===== src/rtl/pingpong_sequencer_if.sv =====
// Host-side run-control bundle for pingpong_sequencer: request fields plus status.
interface pingpong_sequencer_if #(
    parameter int unsigned BOUNCE_W = 8
);
    logic                start;
    logic signed [31:0]  step_in;
    logic [BOUNCE_W-1:0] bounce_target;
    logic                busy;
    logic                done;
    logic                err;
    logic                dir;
    logic [BOUNCE_W-1:0] bounce_count;

    modport master (
        output start, step_in, bounce_target,
        input  busy, done, err, dir, bounce_count
    );

    modport slave (
        input  start, step_in, bounce_target,
        output busy, done, err, dir, bounce_count
    );
endinterface


===== src/rtl/pingpong_sequencer.sv =====
// Run controller for one pingpong_module: clears it, drives the step, counts bounces, freezes on target.
// Optional RUN-state timeout enabled by defining PINGPONG_SEQ_TIMEOUT_EN.
module pingpong_sequencer #(
    parameter logic signed [31:0] MAX_THRESHOLD  = 32'sd100,
    parameter logic signed [31:0] MIN_THRESHOLD  = 32'sd0,
    parameter int unsigned        BOUNCE_W       = 8,
    parameter int unsigned        TIMEOUT_CYCLES = 1024
) (
    input  logic               clk,
    input  logic               rst,
    pingpong_sequencer_if.slave host,
    output logic               acc_rst,
    output logic signed [31:0] acc_step,
    input  logic signed [31:0] acc_value
);
    localparam int unsigned DATA_W = 32;

    localparam logic [1:0] S_IDLE  = 2'd0;
    localparam logic [1:0] S_CLEAR = 2'd1;
    localparam logic [1:0] S_RUN   = 2'd2;
    localparam logic [1:0] S_DONE  = 2'd3;

    logic [1:0]               state, state_next;
    logic signed [DATA_W-1:0] step_q, step_next;
    logic [BOUNCE_W-1:0]      target_q, target_next;
    logic [BOUNCE_W-1:0]      bounce_q, bounce_next;
    logic                     dir_q, dir_next;
    logic                     err_q, err_next;
    logic                     busy_q, done_q;
    logic signed [DATA_W-1:0] acc_step_q;
    logic                     bounce_ev;
    logic                     target_hit;
    logic                     timeout_hit;

    // Bounce event mirrors the datapath's own flip condition.
    assign bounce_ev  = (!dir_q && (acc_value >= MAX_THRESHOLD)) ||
                        ( dir_q && (acc_value <= MIN_THRESHOLD));
    assign target_hit = bounce_ev && ((bounce_q + BOUNCE_W'(1)) == target_q);

`ifdef PINGPONG_SEQ_TIMEOUT_EN
    logic [DATA_W-1:0] cyc_q;

    assign timeout_hit = (state == S_RUN) && (cyc_q == DATA_W'(TIMEOUT_CYCLES - 1));

    always_ff @(posedge clk) begin
        if (rst) begin
            cyc_q <= '0;
        end else if (state == S_CLEAR) begin
            cyc_q <= '0;
        end else if (state == S_RUN) begin
            cyc_q <= cyc_q + DATA_W'(1);
        end
    end
`else
    logic unused_timeout;

    assign timeout_hit    = 1'b0;
    assign unused_timeout = ^DATA_W'(TIMEOUT_CYCLES);
`endif

    // Next-state and next-register values.
    always_comb begin
        state_next  = state;
        step_next   = step_q;
        target_next = target_q;
        bounce_next = bounce_q;
        dir_next    = dir_q;
        err_next    = err_q;
        case (state)
            S_IDLE: begin
                if (host.start) begin
                    step_next   = host.step_in;
                    target_next = host.bounce_target;
                    err_next    = 1'b0;
                    if (host.step_in <= 32'sd0) begin
                        state_next = S_DONE;
                        err_next   = 1'b1;
                    end else if (host.bounce_target == '0) begin
                        state_next = S_DONE;
                    end else begin
                        state_next = S_CLEAR;
                    end
                end
            end
            S_CLEAR: begin
                dir_next    = 1'b0;
                bounce_next = '0;
                state_next  = S_RUN;
            end
            S_RUN: begin
                if (bounce_ev) begin
                    dir_next    = ~dir_q;
                    bounce_next = bounce_q + BOUNCE_W'(1);
                end
                if (target_hit) begin
                    state_next = S_DONE;
                end else if (timeout_hit) begin
                    state_next = S_DONE;
                    err_next   = 1'b1;
                end
            end
            S_DONE: begin
                state_next = S_IDLE;
            end
            default: begin
                state_next = S_IDLE;
            end
        endcase
    end

    // Outputs are registered from the next state so they line up with the state they describe.
    always_ff @(posedge clk) begin
        if (rst) begin
            state      <= S_IDLE;
            step_q     <= '0;
            target_q   <= '0;
            bounce_q   <= '0;
            dir_q      <= 1'b0;
            err_q      <= 1'b0;
            busy_q     <= 1'b0;
            done_q     <= 1'b0;
            acc_step_q <= '0;
        end else begin
            state      <= state_next;
            step_q     <= step_next;
            target_q   <= target_next;
            bounce_q   <= bounce_next;
            dir_q      <= dir_next;
            err_q      <= err_next;
            busy_q     <= (state_next == S_CLEAR) || (state_next == S_RUN);
            done_q     <= (state_next == S_DONE);
            acc_step_q <= (state_next == S_RUN) ? step_next : '0;
        end
    end

    assign acc_rst           = rst || (state == S_CLEAR);
    assign acc_step          = acc_step_q;
    assign host.busy         = busy_q;
    assign host.done         = done_q;
    assign host.err          = err_q;
    assign host.dir          = dir_q;
    assign host.bounce_count = bounce_q;
endmodule


===== src/flat_wrapper.sv =====
// flat-port wrapper written by rule: the top's interface ports become plain ports
module pingpong_sequencer_flat 
#(
    parameter logic signed [31:0] MAX_THRESHOLD  = 32'sd100,
    parameter logic signed [31:0] MIN_THRESHOLD  = 32'sd0,
    parameter int unsigned        BOUNCE_W       = 8,
    parameter int unsigned        TIMEOUT_CYCLES = 1024
)
  (clk, rst, acc_rst, acc_step, acc_value, host_start, host_step_in, host_bounce_target, host_busy, host_done, host_err, host_dir, host_bounce_count);
  pingpong_sequencer_if #(.BOUNCE_W(BOUNCE_W)) host_i ();
  input  logic clk;
  input  logic rst;
  output logic acc_rst;
  output logic signed [31:0] acc_step;
  input  logic signed [31:0] acc_value;
  input wire logic [$bits(host_i.start)-1:0] host_start;
  input wire logic [$bits(host_i.step_in)-1:0] host_step_in;
  input wire logic [$bits(host_i.bounce_target)-1:0] host_bounce_target;
  output wire logic [$bits(host_i.busy)-1:0] host_busy;
  output wire logic [$bits(host_i.done)-1:0] host_done;
  output wire logic [$bits(host_i.err)-1:0] host_err;
  output wire logic [$bits(host_i.dir)-1:0] host_dir;
  output wire logic [$bits(host_i.bounce_count)-1:0] host_bounce_count;
  assign host_i.start = host_start;
  assign host_i.step_in = host_step_in;
  assign host_i.bounce_target = host_bounce_target;
  assign host_busy = host_i.busy;
  assign host_done = host_i.done;
  assign host_err = host_i.err;
  assign host_dir = host_i.dir;
  assign host_bounce_count = host_i.bounce_count;
  pingpong_sequencer #(.MAX_THRESHOLD(MAX_THRESHOLD), .MIN_THRESHOLD(MIN_THRESHOLD), .BOUNCE_W(BOUNCE_W), .TIMEOUT_CYCLES(TIMEOUT_CYCLES)) u_core (.clk(clk), .rst(rst), .host(host_i), .acc_rst(acc_rst), .acc_step(acc_step), .acc_value(acc_value));
endmodule

===== config.mk =====
export PLATFORM = sky130hd
export DESIGN_NAME = pingpong_sequencer_flat
export DESIGN_NICKNAME = d
export VERILOG_FILES = /design/src/rtl/pingpong_sequencer_if.sv /design/src/rtl/pingpong_sequencer.sv /design/src/flat_wrapper.sv
export SDC_FILE = /design/constraint.sdc
export NUM_CORES = 1
export LEC_CHECK = 0
export BUFFER_PORTS_ARGS = -buffer_cell sky130_fd_sc_hd__buf_2
export CAP_MARGIN = 20
export CORE_UTILIZATION = 49
export DETAILED_ROUTE_END_ITERATION = 8
export PLACE_DENSITY = 0.75
export SLEW_MARGIN = 10
export SYNTH_ARGS = -nofsm -noshare
export SYNTH_HDL_FRONTEND = slang
export SYNTH_SLANG_ARGS = --single-unit
export TNS_END_PERCENT = 1

===== constraint.sdc =====
create_clock -name clk -period 3.5 [get_ports clk]
set_clock_uncertainty 0.15 [all_clocks]
set_input_delay 1.05 -clock clk [delete_from_list [all_inputs] [get_ports clk]]
set_output_delay 1.05 -clock clk [all_outputs]
set_load 0.01 [all_outputs]

==> flow_metrics.py <==
metrics = {
    "critical_path": {
        "critPathBufInv": 3,
        "path_max_fanout": 32,
        "rr_worst_depth": 9,
        "critPathTopFamily": "simple AND/OR/NAND/NOR gates",
        "path_class": "in2reg",
        "path_depth": 11,
        "crit_arrival_ps": 3160,
        "slowest_stage": "nor4_1",
        "cp-start-kind": "input pin",
        "cp.required_ps": 3640,
        "crit_path_max_incr_delay_ps": 340,
        "cp_cell_sequence": "buf_2 -> nor4_1 -> buf_4 -> nand4_1 -> o21bai_1 -> a21oi_1 -> mux2_2 -> mux2i_1 -> ha_1 -> buf_12 -> and2_1",
        "cp-end-kind": "flop",
        "r2r_setup_slack_ps": 690,
    },
    "clocking": {
        "cts_tree": "built",
        "clk_latency_ps": 350,
        "holdBufCountCts": 0,
        "cts.reportedPaths.clkPinSlew_ps": 80,
        "cts.sinks": 86,
        "htree_levels": 3,
        "ctsResizeCount": 0,
        "numCtsBuffers": 9,
        "clock_path_buffers": 2,
        "cts-root-buf": "clkbuf_8",
        "cts_setup_buffers": 0,
    },
    "run_status": {
        "violations": "DRC",
        "status": "finished with violations",
    },
    "logic_synthesis": {
        "synth_area_um2": 3330,
        "syn-mean-instance-area_um2": 8.58,
        "synth_seq_area_share_pct": 51.7,
        "syn-instance-count": 388,
        "synth_fp_nets": 470,
        "synth_area_leaders": "dfxtp_1 (52%), nand2_1 (10%), a21oi_1 (6.9%), and2_1 (6.6%), nor4_1 (3.0%)",
        "synth.ff_latch_count": 86,
        "synth_top_area_share_pct": 51.7,
        "synth_cell_types": 36,
        "synth_top_cell_by_area": "dfxtp_1",
        "yosys_warnings": 0,
    },
    "flow_run": {
        "maxCapViolCount": 0,
    },
    "placement": {
        "dpl_cell_area_um2": 4020,
        "gp_congestion": 0.807,
        "dp_slack_ps": 69.3,
        "io_buffers": 119,
        "dpl.cell_count": 571,
        "hpwlAfterDp_um": 5620,
    },
    "floorplan": {
        "die_width_um": 84.4,
        "io_pins": 120,
        "start_util_pct": 51.5,
        "die_area_um2": 7130,
        "rows": 29,
        "die_h_um": 84.4,
        "fp.coreArea_um2": 6460,
    },
    "cells_and_area": {
        "instances_no_fill": 587,
        "drive_above_1_share_pct": 28.8,
        "final_nets": 587,
        "stdcell_area_um2": 4270,
        "diodes": 0,
        "syn_to_final_growth_pct": 28.3,
    },
    "drt": {
        "post-route-drc-count": 6,
        "ant_nets": 0,
        "wl_per_cell_um": 13.4,
        "num_vias": 3042,
        "dr.pass1.iters": 6,
        "drtIter0Drc": 163,
        "via_per_inst": 5.18,
        "wl_um": 7860,
    },
    "power": {
        "p_per_area_nw_per_um2": 606,
        "p_leak_nw": 1.93,
        "fin_total_pwr_mw": 2.59,
        "ir_drop_mv": 0.368,
    },
    "timing": {
        "drv_slew": 0,
        "finalCritPeriodShare_pct": 86.2,
        "relSlewSlack_pct": 55.9,
        "setup_tns_ps": 0,
        "hold_viol": 0,
        "period_needed_ps": 3020,
        "setup_viol": 0,
        "fmax_mhz": 331,
        "worstMarginPinSlew_ps": 660,
        "fin_ws_ps": 482,
        "grt_setup_unrepaired": "false",
    },
    "global_route": {
        "grt_max_degree": 49,
        "antenna_found_initial": 0,
        "grt_pass1_vias": 2847,
        "gr-total-overflow": 0,
        "grt_pass1_wl_um": 13000,
        "track_usage_pct": 23.3,
    },
    "worst_hold_path": {
        "min_path_cells": 2,
        "hold_path.class": "reg2reg",
    },
}
-- cells in the final DEF (no fill, tap or decap), types with 2 or more instances in the layout --
master,count
xor2_1,2
clkbuf_8,9
or4_1,3
a211o_1,2
nand4_1,3
nor4b_1,3
buf_2,119
and2_1,35
nand2b_1,2
nor2_1,12
nand2_1,93
mux2i_1,3
dfxtp_1,86
bufinv_16,3
inv_1,5
xnor2_1,8
o211ai_1,5
nor3_1,3
a21oi_1,46
inv_6,2
o21ai_0,3
ha_1,7
nor2b_1,3
and3_1,2
nand3_1,10
buf_4,8
nor4_1,16
or3_1,3
-- path summary, 6_finish.rpt --
path                                                  from                        endpoint
setup / recovery                          host_step_in[25]  u_core.acc_step[13]$_SDFF_PP0_
hold / removal                u_core.step_q[14]$_SDFF_PP0_    u_core.step_q[14]$_SDFF_PP0_
setup reg to reg  u_core.host.bounce_count[0]$_SDFFE_PP0P_  u_core.acc_step[13]$_SDFF_PP0_
hold reg to reg               u_core.step_q[14]$_SDFF_PP0_    u_core.step_q[14]$_SDFF_PP0_
-- cell families (layout without fill, tap and decap cells) --
| group | after synthesis | in the layout | synth area share (%) |
|---|---|---|---|
| buf+inv | 27 | 149 | 3.05 |
| flops | 86 | 86 | 51.7 |
| compound gates | 63 | 63 | 10.8 |
| fa+ha+maj | 7 | 7 | 2.63 |
| simple gates | 191 | 191 | 27.9 |
| mux | 4 | 4 | 1.24 |
| xor+xnor | 10 | 10 | 2.63 |
-- power by group --
group	leakage, nW	internal (mW)	total (mW)	switching, mW
Clock	0.126	0.485	0.853	0.368
Combinational	1.10	0.241	0.597	0.357
Sequential	0.701	1.09	1.14	0.0439
Total	1.93	1.82	2.59	0.768
-- flip-flops by register name (all words and copies together) (netlist names) --
name	cells
u_core.acc_step	32
u_core.step_q	32
u_core.host.bounce_count	8
u_core.target_q	8
u_core.state	2
u_core.host.busy	1
u_core.host.dir	1
u_core.host.done	1
u_core.host.err	1
-- worst min-delay path: stages, from the launching register on --
cell,delay [ps]
dfxtp_1,300
nand2_1,40
a21oi_1,60
-- stage by stage --
stage / hold slack (ps) / utilization, %
after global placement: 290 / 62.2
final: 304 / 66.1
after global routing: 319 / 66.1
after floorplan: 284 / -
after detailed placement: 296 / 62.2
after CTS: 307 / 66.1
-- cell usage after synthesis --
| library cell | n |
|---|---|
| a2111oi_0 | 1 |
| a211o_1 | 2 |
| a21oi_1 | 46 |
| a31oi_1 | 1 |
| and2_1 | 35 |
| and3_1 | 2 |
| and4_1 | 1 |
| buf_1 | 2 |
| clkbuf_1 | 20 |
| dfxtp_1 | 86 |
| ha_1 | 7 |
| inv_1 | 5 |
| mux2_2 | 1 |
| mux2i_1 | 3 |
| nand2_1 | 93 |
| nand2b_1 | 2 |
| nand3_1 | 10 |
| nand4_1 | 3 |
| nor2_1 | 12 |
| nor2b_1 | 3 |
| nor3_1 | 3 |
| nor4_1 | 16 |
| nor4b_1 | 3 |
| o211ai_1 | 5 |
| o21ai_0 | 3 |
| o21bai_1 | 1 |
| o311a_2 | 1 |
| o311ai_0 | 1 |
| o311ai_1 | 1 |
| o31ai_1 | 1 |
| or2_1 | 1 |
| or2_2 | 1 |
| or3_1 | 3 |
| or4_1 | 3 |
| xnor2_1 | 8 |
| xor2_1 | 2 |
-- area by class of cell --
cell class	instances	area, µm²
inverters	5	18.8
flip-flops and latches	86	1720
clock inverters	7	128
repair buffers	128	676
clock buffers	9	124
well taps	77	96.3
fillers	570	2190
multi-input cells	275	1510
-- metal layers --
layer	vias up	global-route usage (%)	wire, µm
li1	1542	-	-
met1	1402	29.5	3500
met2	84	37.5	3750
met3	14	7.57	472
met4	0	8.78	149
met5	-	0	0
No activity file was read; power rests on OpenSTA's default activity.
